--- config.mk ---
export PLATFORM = sky130hd
export DESIGN_NAME = jtag_tap
export DESIGN_NICKNAME = d
export VERILOG_FILES = /design/src/rtl/jtag_tap.sv
export SDC_FILE = /design/constraint.sdc
export NUM_CORES = 1
export LEC_CHECK = 0
export CAP_MARGIN = 40
export CORE_ASPECT_RATIO = 1.5
export CORE_MARGIN = 2
export CORE_UTILIZATION = 61
export CTS_CLUSTER_DIAMETER = 80
export DETAILED_ROUTE_END_ITERATION = 7
export PLACE_DENSITY = 0.94
export SYNTH_ARGS = -nofsm -noshare
export SYNTH_HDL_FRONTEND = slang
export SYNTH_SLANG_ARGS = --single-unit
--- constraint.sdc ---
create_clock -name tck -period 3.8 [get_ports tck]
set_input_delay 0.95 -clock tck [delete_from_list [all_inputs] [get_ports tck]]
set_output_delay 0.95 -clock tck [all_outputs]
set_load 0.02 [all_outputs]
--- src/rtl/jtag_tap.sv ---
// jtag_tap: IEEE 1149.1 test access port.
// 16-state TAP controller, instruction register, BYPASS and IDCODE data
// registers, user scan-chain selection/strobes and negedge-registered TDO.
module jtag_tap #(
    parameter int unsigned          IR_WIDTH      = 4,
    parameter logic [31:0]          IDCODE_VALUE  = 32'h1000_0001,
    parameter logic [IR_WIDTH-1:0]  IDCODE_OPCODE = IR_WIDTH'(1),
    parameter int unsigned          NUM_USER      = 2,
    parameter logic [IR_WIDTH-1:0]  USER_BASE     = IR_WIDTH'(8)
) (
    input  logic                tck,
    input  logic                trst,
    input  logic                tms,
    input  logic                tdi,
    output logic                tdo,
    output logic                tdo_en,
    output logic [3:0]          state,
    output logic [IR_WIDTH-1:0] ir,
    output logic [NUM_USER-1:0] user_sel,
    output logic                user_capture,
    output logic                user_shift,
    output logic                user_update,
    input  logic [NUM_USER-1:0] user_tdo
);

    typedef enum logic [3:0] {
        EXIT2_DR   = 4'h0,
        EXIT1_DR   = 4'h1,
        SHIFT_DR   = 4'h2,
        PAUSE_DR   = 4'h3,
        SELECT_IR  = 4'h4,
        UPDATE_DR  = 4'h5,
        CAPTURE_DR = 4'h6,
        SELECT_DR  = 4'h7,
        EXIT2_IR   = 4'h8,
        EXIT1_IR   = 4'h9,
        SHIFT_IR   = 4'hA,
        PAUSE_IR   = 4'hB,
        RTI        = 4'hC,
        UPDATE_IR  = 4'hD,
        CAPTURE_IR = 4'hE,
        TLR        = 4'hF
    } tap_state_t;

    // Value loaded into the IR shifter on CAPTURE_IR: ...0001 (LSBs "01").
    localparam logic [IR_WIDTH-1:0] IR_CAPTURE = IR_WIDTH'(1);

    tap_state_t          state_reg;
    tap_state_t          state_next;
    logic [IR_WIDTH-1:0] ir_reg;
    logic [IR_WIDTH-1:0] ir_shift_reg;
    logic                bypass_reg;
    logic [31:0]         idcode_reg;
    logic                tdo_reg;
    logic                tdo_en_reg;

    logic [NUM_USER-1:0] user_hit;
    logic                sel_idcode;
    logic                sel_user;
    logic                user_dr_tdo;
    logic                tdo_src;
    logic                in_shift;

    // Standard 1149.1 state graph, driven by tms.
    always_comb begin
        state_next = TLR;
        case (state_reg)
            TLR:        state_next = tms ? TLR       : RTI;
            RTI:        state_next = tms ? SELECT_DR : RTI;
            SELECT_DR:  state_next = tms ? SELECT_IR : CAPTURE_DR;
            CAPTURE_DR: state_next = tms ? EXIT1_DR  : SHIFT_DR;
            SHIFT_DR:   state_next = tms ? EXIT1_DR  : SHIFT_DR;
            EXIT1_DR:   state_next = tms ? UPDATE_DR : PAUSE_DR;
            PAUSE_DR:   state_next = tms ? EXIT2_DR  : PAUSE_DR;
            EXIT2_DR:   state_next = tms ? UPDATE_DR : SHIFT_DR;
            UPDATE_DR:  state_next = tms ? SELECT_DR : RTI;
            SELECT_IR:  state_next = tms ? TLR       : CAPTURE_IR;
            CAPTURE_IR: state_next = tms ? EXIT1_IR  : SHIFT_IR;
            SHIFT_IR:   state_next = tms ? EXIT1_IR  : SHIFT_IR;
            EXIT1_IR:   state_next = tms ? UPDATE_IR : PAUSE_IR;
            PAUSE_IR:   state_next = tms ? EXIT2_IR  : PAUSE_IR;
            EXIT2_IR:   state_next = tms ? UPDATE_IR : SHIFT_IR;
            UPDATE_IR:  state_next = tms ? SELECT_DR : RTI;
            default:    state_next = TLR;
        endcase
    end

    // TAP controller state register.
    always_ff @(posedge tck or posedge trst) begin
        if (trst) begin
            state_reg <= TLR;
        end else begin
            state_reg <= state_next;
        end
    end

    // Instruction shifter and active instruction; ir only changes on
    // leaving UPDATE_IR or when heading into TLR, so an abandoned scan
    // never leaks into it.
    always_ff @(posedge tck or posedge trst) begin
        if (trst) begin
            ir_shift_reg <= '0;
            ir_reg       <= IDCODE_OPCODE;
        end else begin
            if (state_reg == CAPTURE_IR) begin
                ir_shift_reg <= IR_CAPTURE;
            end else if (state_reg == SHIFT_IR) begin
                ir_shift_reg <= {tdi, ir_shift_reg[IR_WIDTH-1:1]};
            end
            if (state_reg == UPDATE_IR) begin
                ir_reg <= ir_shift_reg;
            end else if (state_next == TLR) begin
                ir_reg <= IDCODE_OPCODE;
            end
        end
    end

    // Per-chain opcode match; chain gi answers to USER_BASE+gi.
    generate
        for (genvar gi = 0; gi < int'(NUM_USER); gi++) begin : g_user_dec
            localparam logic [IR_WIDTH-1:0] USER_OP = IR_WIDTH'(int'(USER_BASE) + gi);
            assign user_hit[gi] = (ir_reg == USER_OP);
        end
    endgenerate

    // IDCODE takes precedence should its opcode ever overlap a user opcode.
    assign sel_idcode   = (ir_reg == IDCODE_OPCODE);
    assign user_sel     = sel_idcode ? '0 : user_hit;
    assign sel_user     = |user_sel;
    assign user_dr_tdo  = |(user_sel & user_tdo);

    assign user_capture = (state_reg == CAPTURE_DR) && sel_user;
    assign user_shift   = (state_reg == SHIFT_DR)   && sel_user;
    assign user_update  = (state_reg == UPDATE_DR)  && sel_user;

    // Internal data registers: only the selected one captures or shifts.
    always_ff @(posedge tck or posedge trst) begin
        if (trst) begin
            bypass_reg <= 1'b0;
            idcode_reg <= IDCODE_VALUE;
        end else if (sel_idcode) begin
            if (state_reg == CAPTURE_DR) begin
                idcode_reg <= IDCODE_VALUE;
            end else if (state_reg == SHIFT_DR) begin
                idcode_reg <= {tdi, idcode_reg[31:1]};
            end
        end else if (!sel_user) begin
            if (state_reg == CAPTURE_DR) begin
                bypass_reg <= 1'b0;
            end else if (state_reg == SHIFT_DR) begin
                bypass_reg <= tdi;
            end
        end
    end

    // TDO source: IR shifter LSB or the selected DR's serial output.
    always_comb begin
        tdo_src  = 1'b0;
        in_shift = 1'b0;
        if (state_reg == SHIFT_IR) begin
            tdo_src  = ir_shift_reg[0];
            in_shift = 1'b1;
        end else if (state_reg == SHIFT_DR) begin
            in_shift = 1'b1;
            if (sel_idcode) begin
                tdo_src = idcode_reg[0];
            end else if (sel_user) begin
                tdo_src = user_dr_tdo;
            end else begin
                tdo_src = bypass_reg;
            end
        end
    end

    // TDO and its enable are retimed to the falling edge of tck.
    always_ff @(negedge tck or posedge trst) begin
        if (trst) begin
            tdo_reg    <= 1'b0;
            tdo_en_reg <= 1'b0;
        end else begin
            tdo_reg    <= tdo_src;
            tdo_en_reg <= in_shift;
        end
    end

    assign tdo    = tdo_reg;
    assign tdo_en = tdo_en_reg;
    assign state  = state_reg;
    assign ir     = ir_reg;

endmodule

==> results.py <==
metrics = {
    "global_route": {
        "overflow": 0,
        "use_met3_pct": 6.32,
        "grt_pass1_wl_mm": 7.47,
        "grt_max_degree": 44,
        "grt_usage_pct": 23.9,
        "busiest_layer": "met2",
        "grt_use_met1_pct": 32.6,
        "grt_pass1_vias": 1487,
        "grtUsageMet2_pct": 36.4,
        "antenna_found_initial": 0,
    },
    "drt": {
        "drt_first_pass_iters": 5,
        "drtAntennaViolNets": 0,
        "drtIter0Drc": 67,
        "drc": 0,
        "routed_wl_mm": 4.35,
        "viasPerCell": 5.75,
        "post_drt_wl_per_cell_um": 16.9,
        "vias": 1483,
    },
    "power": {
        "leakagePower_nw": 1.32,
        "power_density_nw_per_um2": 631,
        "p_sw_mw": 0.612,
        "power_frac_clock_pct": 22.3,
        "vdd_ir_drop_max_mv": 0.621,
        "intPower_mw": 1.09,
        "switching_share_pct": 36.0,
        "seq_power_share_pct": 43.3,
        "power_frac_comb_pct": 34.4,
    },
    "worst_setup_path": {
        "critical-path-slowest-cell": "dfrtn_1",
        "timing.rr.start": "ir[1]",
        "crit_path_end": "tdo",
        "worst-path-stages": 1,
        "crit_type": "flip-flop to output port",
        "cpPeakStageDelay_ps": 380,
        "crit_family": "flip-flops",
        "cp_cell_sequence": "buf_2",
        "critPathArrivalTime_ps": 2730,
        "cp_num_buf_inv": 1,
        "r2r-end": "tdo",
        "worstSetupEndpointType": "output port",
        "cp-start-kind": "flip-flop",
        "startpoint": "tdo",
        "rr_worst_depth": 3,
        "critical_path_peak_fanout": 1,
        "required_ps": 2850,
        "r2r_slack_ps": 260,
    },
    "cts": {
        "clock_path_buffers": 2,
        "cts.htree.levels": 2,
        "insertion_delay_ps": 300,
        "clock_sink_count": 47,
        "path_clk_slew_ps": 80,
        "cts-root-buf": "clkbuf_8",
        "cts_buffers": 5,
        "cts_tree": "built",
    },
    "cells_and_area": {
        "layout_commonest_cell": "dfrtp_1",
        "nNetsFinal": 220,
        "area_delta_synth_final_pct": 13.3,
        "antenna_cells": 0,
        "drive_gt1_share_pct": 27.9,
        "final_cell_mix": "38 x dfrtp_1, 34 x nor2b_1, 28 x mux2_4",
        "final_cells": 258,
        "final_area_sq_um": 2690,
        "largest_reg_flops": 32,
    },
    "sta": {
        "hold_violations": 0,
        "worst_slack_ps": 117,
        "slew_headroom_pct": 69.2,
        "worst_slew_pin_slew_ps": 463,
        "final_max_slew_viol_count": 0,
        "setup_viol": 0,
        "clock_skew_ps": 6.97,
        "rsz0062_at_grt": "false",
        "hold_ws_ps": 490,
    },
    "synth": {
        "ys_seq_area_share_pct": 49.9,
        "ys.warnings.count": 0,
        "ys_ff_latch": 47,
        "ys_types": 36,
        "synth_nets": 200,
        "netlist_instances": 194,
        "syn_area_sq_um": 2370,
        "avgSynthCellArea_sq_um": 12.2,
    },
    "placement": {
        "placedCellCount": 250,
        "dp_hpwl_mm": 2.89,
        "placed_area_sq_um": 2580,
        "dp_slack_ps": -189,
        "portBuffers": 20,
        "globalplace.congestion": 0.821,
    },
    "die": {
        "initial_core_util_pct": 63.9,
        "die_h_um": 80.4,
        "row_count": 27,
        "coreArea_sq_um": 3720,
        "io_pins": 21,
        "fp.dieArea_sq_um": 4420,
        "die_w_um": 54.9,
    },
    "hold_path": {
        "hp-class": "flip-flop to flip-flop",
    },
    "job": {
        "cap_violations": 0,
    },
    "run_status": {
        "status": "complete, no violations",
    },
}
-- kinds of logic after synthesis --
group | Yosys count | synth area share (%)
AND/OR/NAND/NOR | 70 | 17.9
flip-flops | 47 | 49.9
multiplexers | 35 | 20.9
AO/OA/AOI/OAI | 22 | 5.80
buffers and inverters | 20 | 5.58
-- final cells by class --
| cell class | instances | area, sq um |
|---|---|---|
| sequential | 47 | 1180 |
| multi-input combinational | 127 | 1060 |
| fill | 247 | 1020 |
| timing repair buffer | 26 | 248 |
| clock buffer | 6 | 82.6 |
| tap | 43 | 53.8 |
| clock inverter | 2 | 35.0 |
| inverter | 7 | 30.0 |
-- how the worst min path moves through the flow --
stage | from | slack [ps] | cells after the start | end
floorplan | idcode_reg[0] | 450 | 2 | idcode_reg[0]
detailed placement | idcode_reg[0] | 480 | 2 | idcode_reg[0]
finish | idcode_reg[0] | 490 | 2 | idcode_reg[0]
CTS | idcode_reg[0] | 490 | 2 | idcode_reg[0]
global route | bypass_reg | 520 | 1 | bypass_reg
global placement | idcode_reg[0] | 460 | 2 | idcode_reg[0]
-- layer usage --
| layer | up-vias | share of wire (%) |
|---|---|---|
| li1 | 688 | - |
| met1 | 750 | 44 |
| met2 | 38 | 51 |
| met3 | 7 | 3.6 |
| met4 | 0 | 1.7 |
| met5 | - | 0 |
-- timing repair --
action	in CTS	in global routing
endpoints found under the setup margin	2	2
hold buffers	0	0
buffers inserted	0	0
gates resized for setup	6	2
-- power groups by stage --
stage / clock network (mW) / logic (mW) / registers [mW]
final: 0.378 / 0.585 / 0.735
after global routing: 0.409 / 0.639 / 0.749
after CTS: 0.385 / 0.591 / 0.733
after detailed placement: 0 / 0.585 / 0.741
after global placement: 0 / 0.569 / 0.731
after floorplan: 0 / 0.369 / 0.743
-- cells in the mapped netlist --
master / number / area share [%]
nor2b_1: 34 / 9.0
o22ai_1: 1 / 0.26
a21o_1: 1 / 0.32
a21oi_1: 6 / 1.3
nand3b_1: 2 / 0.63
mux2_4: 28 / 18
o2bb2ai_1: 1 / 0.37
buf_6: 1 / 0.47
o221ai_1: 1 / 0.37
and4b_1: 1 / 0.42
o21ai_0: 7 / 1.5
nand2b_1: 3 / 0.79
nor4b_1: 2 / 0.74
and3b_2: 1 / 0.42
dfrtn_1: 2 / 2.1
o311a_1: 1 / 0.42
nor3_1: 3 / 0.63
nor4b_4: 1 / 1.0
a22oi_1: 1 / 0.32
dfrtp_1: 38 / 40
clkbuf_1: 7 / 1.1
buf_2: 1 / 0.21
o22a_1: 1 / 0.37
and2_1: 1 / 0.26
or3b_2: 1 / 0.37
o21a_1: 2 / 0.63
dfstp_2: 7 / 7.7
or3b_1: 1 / 0.37
nor2_1: 7 / 1.1
mux2_2: 4 / 1.9
buf_12: 3 / 2.5
nor4_1: 1 / 0.26
buf_1: 1 / 0.16
mux2i_1: 3 / 1.3
inv_1: 7 / 1.1
nand2_1: 12 / 1.9
-- through the flow --
| stage | power, mW | utilization (%) | setup TNS, ps |
|---|---|---|---|
| 3_5_place_dp | 1.33 | 69.5 | -204 |
| 4_1_cts | 1.71 | 72.8 | 0 |
| 3_3_place_gp | 1.30 | 69.0 | -192 |
| 5_1_grt | 1.80 | 72.4 | 0 |
| 2_1_floorplan | 1.11 | - | 0 |
| 6_report | 1.70 | 72.4 | 0 |
(Power assumes the default switching activity.)
